File: config.mk
export PLATFORM = sky130hd
export DESIGN_NAME = hack_instr_encoder
export DESIGN_NICKNAME = d
export VERILOG_FILES = /design/src/rtl/hack_pkg.sv /design/src/rtl/hack_comp_check.sv /design/src/rtl/hack_instr_encoder.sv
export SDC_FILE = /design/constraint.sdc
export NUM_CORES = 1
export LEC_CHECK = 0
export CAP_MARGIN = 10
export CORE_ASPECT_RATIO = 0.6
export CORE_MARGIN = 10
export CORE_UTILIZATION = 52
export DETAILED_ROUTE_END_ITERATION = 10
export PLACE_DENSITY_LB_ADDON = 0.08
export SLEW_MARGIN = 0
export SYNTH_ARGS = -nofsm -noshare
export SYNTH_HDL_FRONTEND = slang
export SYNTH_HIERARCHICAL = 1
export SYNTH_SLANG_ARGS = --single-unit
File: constraint.sdc
create_clock -name clk -period 5 [get_ports clk]
set_input_delay 0.75 -clock clk [delete_from_list [all_inputs] [get_ports clk]]
set_output_delay 0.75 -clock clk [all_outputs]
set_load 0.01 [all_outputs]
File: src/rtl/hack_pkg.sv
// Shared Hack encoding constants, comp-code table and encoder FSM state type.
package hack_pkg;

  localparam logic       A_PREFIX = 1'b0;
  localparam logic [2:0] C_PREFIX = 3'b111;

  // Entries before COMP_A_FIRST never touch A; the rest also exist as M forms (a=1).
  localparam int COMP_N       = 18;
  localparam int COMP_A_FIRST = 8;
  localparam logic [5:0] COMP_TABLE [COMP_N] = '{
    6'b101010, 6'b111111, 6'b111010, 6'b001100,
    6'b001101, 6'b001111, 6'b011111, 6'b001110,
    6'b110000, 6'b110001, 6'b110011, 6'b110111,
    6'b110010, 6'b000010, 6'b010011, 6'b000111,
    6'b000000, 6'b010101
  };

  typedef enum logic [1:0] {
    IDLE  = 2'd0,
    RUN   = 2'd1,
    DRAIN = 2'd2,
    ERR   = 2'd3
  } enc_state_t;

  function automatic logic [15:0] encode_a(input logic [14:0] value);
    return {A_PREFIX, value};
  endfunction

  function automatic logic [15:0] encode_c(input logic a, input logic [5:0] comp,
                                           input logic [2:0] dest, input logic [2:0] jump);
    return {C_PREFIX, a, comp, dest, jump};
  endfunction

  function automatic logic comp_legal(input logic a, input logic [5:0] comp);
    logic hit;
    hit = 1'b0;
    for (int i = 0; i < COMP_N; i++) begin
      if ((!a || i >= COMP_A_FIRST) && COMP_TABLE[i] == comp) hit = 1'b1;
    end
    return hit;
  endfunction

endpackage

File: src/rtl/hack_comp_check.sv
// Combinational legality check of a C-instruction comp code against the Hack table.
module hack_comp_check
  import hack_pkg::*;
(
  input  logic       a,
  input  logic [5:0] comp,
  output logic       legal
);

  assign legal = comp_legal(a, comp);

endmodule

File: src/rtl/hack_instr_encoder.sv
// Streams Hack instruction fields into 16-bit words written to ROM at sequential addresses.
// Define HACK_ENC_CHECK_EN to drop C-records with illegal comp codes and expose `illegal`.
module hack_instr_encoder
  import hack_pkg::*;
#(
  parameter int ADDR_W = 15,
  parameter int DEPTH  = 32768
) (
  input  logic              clk,
  input  logic              rst_n,
  input  logic              start,
  input  logic              in_valid,
  output logic              in_ready,
  input  logic              in_is_c,
  input  logic [14:0]       in_value,
  input  logic              in_a,
  input  logic [5:0]        in_comp,
  input  logic [2:0]        in_dest,
  input  logic [2:0]        in_jump,
  input  logic              in_last,
  output logic              out_valid,
  input  logic              out_ready,
  output logic [15:0]       out_word,
  output logic [ADDR_W-1:0] out_addr,
  output logic              busy,
  output logic              done,
  output logic              overflow,
  output logic [ADDR_W:0]   word_count
`ifdef HACK_ENC_CHECK_EN
  ,
  output logic              illegal
`endif
);

  // The address counter is one bit wider so it can sit at DEPTH without wrapping.
  localparam logic [ADDR_W:0] DEPTH_CNT = (ADDR_W+1)'(DEPTH);
  localparam logic [ADDR_W:0] ONE_CNT   = (ADDR_W+1)'(1);

  enc_state_t      state, state_nxt;
  logic [ADDR_W:0] addr;
  logic            hs, accept, full, legal, write, go;

  assign hs     = out_valid && out_ready;
  assign accept = in_valid && in_ready;
  assign full   = (addr == DEPTH_CNT);
  assign go     = start && (state == IDLE || state == ERR);

`ifdef HACK_ENC_CHECK_EN
  logic comp_ok;

  hack_comp_check u_comp_check (
    .a     (in_a),
    .comp  (in_comp),
    .legal (comp_ok)
  );

  assign legal = !in_is_c || comp_ok;
`else
  assign legal = 1'b1;
`endif

  assign write = accept && !full && legal;

  always_ff @(posedge clk or negedge rst_n) begin
    if (!rst_n) state <= IDLE;
    else        state <= state_nxt;
  end

  always_comb begin
    state_nxt = state;
    case (state)
      IDLE:    if (start) state_nxt = RUN;
      RUN: begin
        if (accept) begin
          if (full)         state_nxt = ERR;
          else if (in_last) state_nxt = DRAIN;
        end
      end
      DRAIN:   if (!out_valid || out_ready) state_nxt = IDLE;
      ERR:     if (start) state_nxt = RUN;
      default: state_nxt = IDLE;
    endcase
  end

  always_comb begin
    in_ready = 1'b0;
    busy     = out_valid;
    case (state)
      RUN: begin
        in_ready = !out_valid || out_ready;
        busy     = 1'b1;
      end
      DRAIN:   busy = 1'b1;
      default: ;
    endcase
  end

  // Single output register: a handshake and a new accept in one cycle reload it with no bubble.
  always_ff @(posedge clk or negedge rst_n) begin
    if (!rst_n) begin
      out_valid <= 1'b0;
      out_word  <= '0;
      out_addr  <= '0;
      addr      <= '0;
    end else if (go) begin
      addr <= '0;
      if (hs) out_valid <= 1'b0;
    end else if (write) begin
      out_valid <= 1'b1;
      out_word  <= in_is_c ? encode_c(in_a, in_comp, in_dest, in_jump) : encode_a(in_value);
      out_addr  <= addr[ADDR_W-1:0];
      addr      <= addr + ONE_CNT;
    end else if (hs) begin
      out_valid <= 1'b0;
    end
  end

  always_ff @(posedge clk or negedge rst_n) begin
    if (!rst_n) begin
      word_count <= '0;
      overflow   <= 1'b0;
      done       <= 1'b0;
    end else begin
      done <= (state == DRAIN) && (!out_valid || out_ready);
      if (go) begin
        word_count <= '0;
        overflow   <= 1'b0;
      end else begin
        if (hs)            word_count <= word_count + ONE_CNT;
        if (accept && full) overflow  <= 1'b1;
      end
    end
  end

`ifdef HACK_ENC_CHECK_EN
  always_ff @(posedge clk or negedge rst_n) begin
    if (!rst_n) illegal <= 1'b0;
    else        illegal <= accept && !full && !legal;
  end
`endif

endmodule

# [Word-level counts from Yosys, hierarchy flattened]
# Index checks and enable logic that the tools add are counted.
[totals] elab_cells=55 input_bits=35 reg_bits=68 out_inout_bits=52
[op_classes] eq_ne=8 n_bitwise=1 add_sub_neg=2 reduce_logical=18 mux=18
[op_table] operator="two-way mux 16 bit" n=5
[op_table] operator="adder 16 x 1 -> 16 bit, second input constant" n=2
[op_table] operator="== test 16 bit, second input constant" n=1
[op_table] operator="two-way mux 2 bit" n=5
[op_table] operator="two-way mux 1 bit" n=7
[op_table] operator="logical AND 1 bit" n=6
[op_table] operator="one-hot mux 2 bit (3 select lines)" n=1
[op_table] operator="nonzero test 2 bit" n=3
[op_table] operator="== test 2 bit, second input constant" n=2
[op_table] operator="!= test 2 bit, second input constant" n=2
[op_table] operator="AND reduction 4 bit" n=1
[op_table] operator="OR reduction 2 bit" n=2
[op_table] operator="!= test 3 bit, second input constant" n=1
[op_table] operator="== test 2 x 1 -> 1 bit, second input constant" n=1
[op_table] operator="logical NOT 1 bit" n=2
[op_table] operator="logical NOT 2 bit" n=1
[op_table] operator="logical OR 1 bit" n=2
[op_table] operator="!= test 2 x 1 -> 1 bit, second input constant" n=1
[op_table] operator="AND reduction 2 bit" n=1
[op_table] operator="NOT 1 bit" n=1

# [Depth between registers and ports, before layout]
[logic_depth] depth_word=7 ltp_mapped=7 depth_no_buf=6

# [Worst setup path before layout]
# No wires, ideal clock.
[synth_timing] path_kind="input to register" start="input port in_is_c" end="register out_word[10]" setup_ps=128 t_arrival_ps=1945 required_ps=4872 setup_slack_ps=2927 path_stages=4 cell_sequence="clkbuf_1 -> clkbuf_1 -> mux2_2 -> mux2_1"
[synth_between] elab_chain_len=1
[synth_lines] item="from (decl)" line_no="hack_instr_encoder.sv:14" rtl="input logic in_is_c,"
[synth_lines] item="two-way mux 16 bit" line_no="hack_instr_encoder.sv:110" rtl="out_word <= in_is_c ? encode_c(in_a, in_comp, in_dest, in_jump) : encode_a(in_value);"
[synth_lines] item="to (signal assigned)" line_no="hack_instr_encoder.sv:110"
[synth_lines] item="to (decl)" line_no="hack_instr_encoder.sv:23" rtl="output logic [15:0] out_word,"
# No other way between the ends.
# A chain may end at the register's enable or synchronous reset.

# [Final worst setup path]
[layout_timing] start="input port out_ready" end="output port in_ready"
[layout_between] elab_chain_len=2
[layout_lines] item="from (decl)" line_no="hack_instr_encoder.sv:22" rtl="input logic out_ready,"
[layout_lines] item="logical OR 1 bit" line_no="hack_instr_encoder.sv:90" rtl="in_ready = !out_valid || out_ready;"
[layout_lines] item="two-way mux 1 bit" line_no="hack_instr_encoder.sv:88" rtl="case (state)"
[layout_lines] item="to (decl)" line_no="hack_instr_encoder.sv:13" rtl="output logic in_ready,"
# No other way between the ends.

==> run_results.csv <==
group,metric,value,unit
outcome,status,"finished clean",
clocking,clk_pin_slew_worst_paths,0.07,ns
pwr,p_total,1.73,mW
die,fp.dieH,81.9,um
setup_path,rr_startpoint,"addr[0]",
layout,drive_gt1_frac,0.102,
sta,setup-tns-final,0,ns
global_routing,antenna_found_initial,0,
layout,final_cell_area,4400,um2
synthesis,synth.most_common_cell,"dfrtp_1",
setup_path,ff2ff_path_depth,6,
detailed_routing,num_vias,2635,
clocking,post_cts_buffers,0,
synthesis,yosysTopAreaCell,"dfrtp_1",
synthesis,ys_seq_area_frac,0.512,
layout,area_growth,32.4,%
clocking,cts.sinks,68,
sta,slew_violations,0,
detailed_routing,drt_first_pass_iters,4,
clocking,clock_latency,0.34,ns
synthesis,synthesis.area,3320,um2
placed_design,place_area,4240,um2
synthesis,synth_top_cell_area_share,0.512,
synthesis,ys_warn_count,6,
placed_design,dpl.hpwl,6.01,mm
synthesis,syn-mean-instance-area,11.1,um2
sta,rsz0062_at_grt,"false",
global_routing,grt_max_degree,44,
die,initial_core_util,0.539,
synthesis,syn_inst,300,
layout,nets,427,
clocking,cts_inserted_buffers,9,
setup_path,critical_path.endpoint,"in_ready",
global_routing,grt_pass1_wl,13.3,mm
sta,timing.final.crit_share,0.637,
clocking,cts_hold_buf,0,
setup_path,path_class,"primary input to output port",
detailed_routing,via_per_inst,5.54,
synthesis,async_flop_share,1.00,
clocking,cts_resized,0,
pwr,comb_power_share,0.363,
detailed_routing,drt_iter0_drc,151,
sta,worst_slew_pin_slew,0.928,ns
global_routing,overflow,0,
placed_design,place.port_buffers,86,
setup_path,r2r_slack,2.34,ns
die,die_x,123,um
setup_path,cp-end-kind,"output port",
die,pin_count,87,
sta,fin_skew,0.00797,ns
detailed_routing,wire_per_inst,17.0,um
pwr,switching_share,0.334,
detailed_routing,wl,8.10,mm
detailed_routing,ant_nets,0,
synthesis,synth_fp_nets,340,
setup_path,critPathMaxFanout,9,
pwr,ir_worst_vdd,0.208,mV
sta,max_slew_margin,0.381,
clocking,cts_tree,"done",
job,cap_violations,0,
setup_path,arrival,2.44,ns
sta,setup_viol,0,
detailed_routing,drc,0,
die,die_area,10100,um2
sta,timing.final.crit_period,3.19,ns
setup_path,worstPathRequired,4.25,ns
pwr,intPower,1.15,mW
sta,hold_viol_final,0,
synthesis,yosys-top-cells-area,"dfrtp_1, mux2_1, mux2_2",
pwr,clock_power_share,0.218,
layout,diodes,0,
clocking,cts_buffer_depth,2,
pwr,p_per_area,393,nW/um2
global_routing,grt_usage,0.168,
pwr,p_seq_frac,0.419,
die,core_area,6170,um2
die,rows,22,
min_path,hp-class,"flop to flop",
clocking,cts-root-buf,"clkbuf_8",
global_routing,first_global_vias,2616,
clocking,htree_levels,3,
setup_path,r2r_end,"out_addr[5]",
synthesis,synth_common_cells,"dfrtp_1, mux2_1, nor2_1",
synthesis,ys_ff_latch,68,
setup_path,critPathLaunch,"out_ready",
setup_path,startpoint_type,"primary input",
placed_design,gp_congestion,0.857,
synthesis,ys.flop_type,"dfrtp_1",
synthesis,synthDistinctLibCells,46,
pwr,p_switching,0.577,mW
synthesis,synth_enable_flop_cells,0,
pwr,p_leak,1.90,nW
sta,fmax,0.314,GHz
how the worst min path moves through the flow:
| stage | startpoint | endpoint | slack [ns] | depth (start not counted) |
|---|---|---|---|---|
| after floorplan | rst_n | addr[0] | 0.45 | 0 |
| final | out_word[10] | out_word[10] | 0.49 | 1 |
| after CTS | out_word[10] | out_word[10] | 0.50 | 1 |
| after global placement | out_word[3] | out_word[3] | 0.47 | 1 |
| after detailed placement | out_word[10] | out_word[10] | 0.48 | 1 |
| after global routing | out_addr[0] | out_addr[0] | 0.50 | 1 |
cells in the final DEF, fill, tap and decap left out, types with 10 or more instances in the layout:
| cell type | n |
|---|---|
| o21ai_0 | 12 |
| mux2_2 | 13 |
| nand2_1 | 15 |
| nor2_1 | 22 |
| dfrtp_1 | 68 |
| mux2_1 | 29 |
| clkdlybuf4s50_1 | 85 |
| nand3_1 | 11 |
| a21oi_1 | 16 |
| inv_1 | 10 |
| or3_1 | 10 |
metrics by stage:
| stage | worst slack, ns | utilization | cells | hold slack, ns |
|---|---|---|---|---|
| 6_report | 1.81 | 0.713 | 476 | 0.488 |
| 5_1_grt | 1.69 | 0.713 | 476 | 0.504 |
| 4_1_cts | 1.81 | 0.713 | 476 | 0.497 |
| 3_5_place_dp | 1.61 | 0.687 | 460 | 0.480 |
| 3_3_place_gp | 1.70 | 0.687 | 460 | 0.472 |
| 2_1_floorplan | 2.93 | - | 300 | 0.454 |
metal layers:
layer	global-route usage	wire length, um	up-vias
li1	-	-	1258
met1	0.226	3940	1292
met2	0.243	3430	83
met3	0.0733	700	2
met4	0.0405	33	0
met5	0	0	-
critical path, cell delays in order:
cell and delay, ns:
clkdlybuf4s50_1 0.62, nand2b_1 0.34, and2_1 0.18, clkdlybuf4s50_1 0.54
logic make-up after synthesis:
logic type,Yosys count,share of synthesized area
AOI/OAI and AO/OA,45,0.0833
buffers and inverters,22,0.0290
DFF,68,0.512
xor gates and xnor gates,13,0.0343
and+or+nand+nor,103,0.174
adders and majority gates,5,0.0188
muxes,44,0.148
cell type report:
cell class              instances  area, um2
clock buffers                  11        131
clock inverters                 5       28.8
flip-flops and latches         68       1700
repair buffers                 88        871
fillers                       461       1770
well taps                      84        105
inverters                      10       37.5
multi-input cells             210       1520
power by group through the flow:
stage	Clock (mW)	Sequential, mW	Combinational, mW
2_1_floorplan	0	0.756	0.302
3_3_place_gp	0	0.731	0.623
3_5_place_dp	0	0.736	0.633
4_1_cts	0.392	0.725	0.635
5_1_grt	0.414	0.739	0.683
6_report	0.377	0.723	0.627
state kept, by name (all words and copies together), names as in the netlist:
register    cells
out_word       16
word_count     16
out_addr       15
overflow        1
state           2
out_valid       1
addr           16
done            1
(Power assumes the default switching activity.)
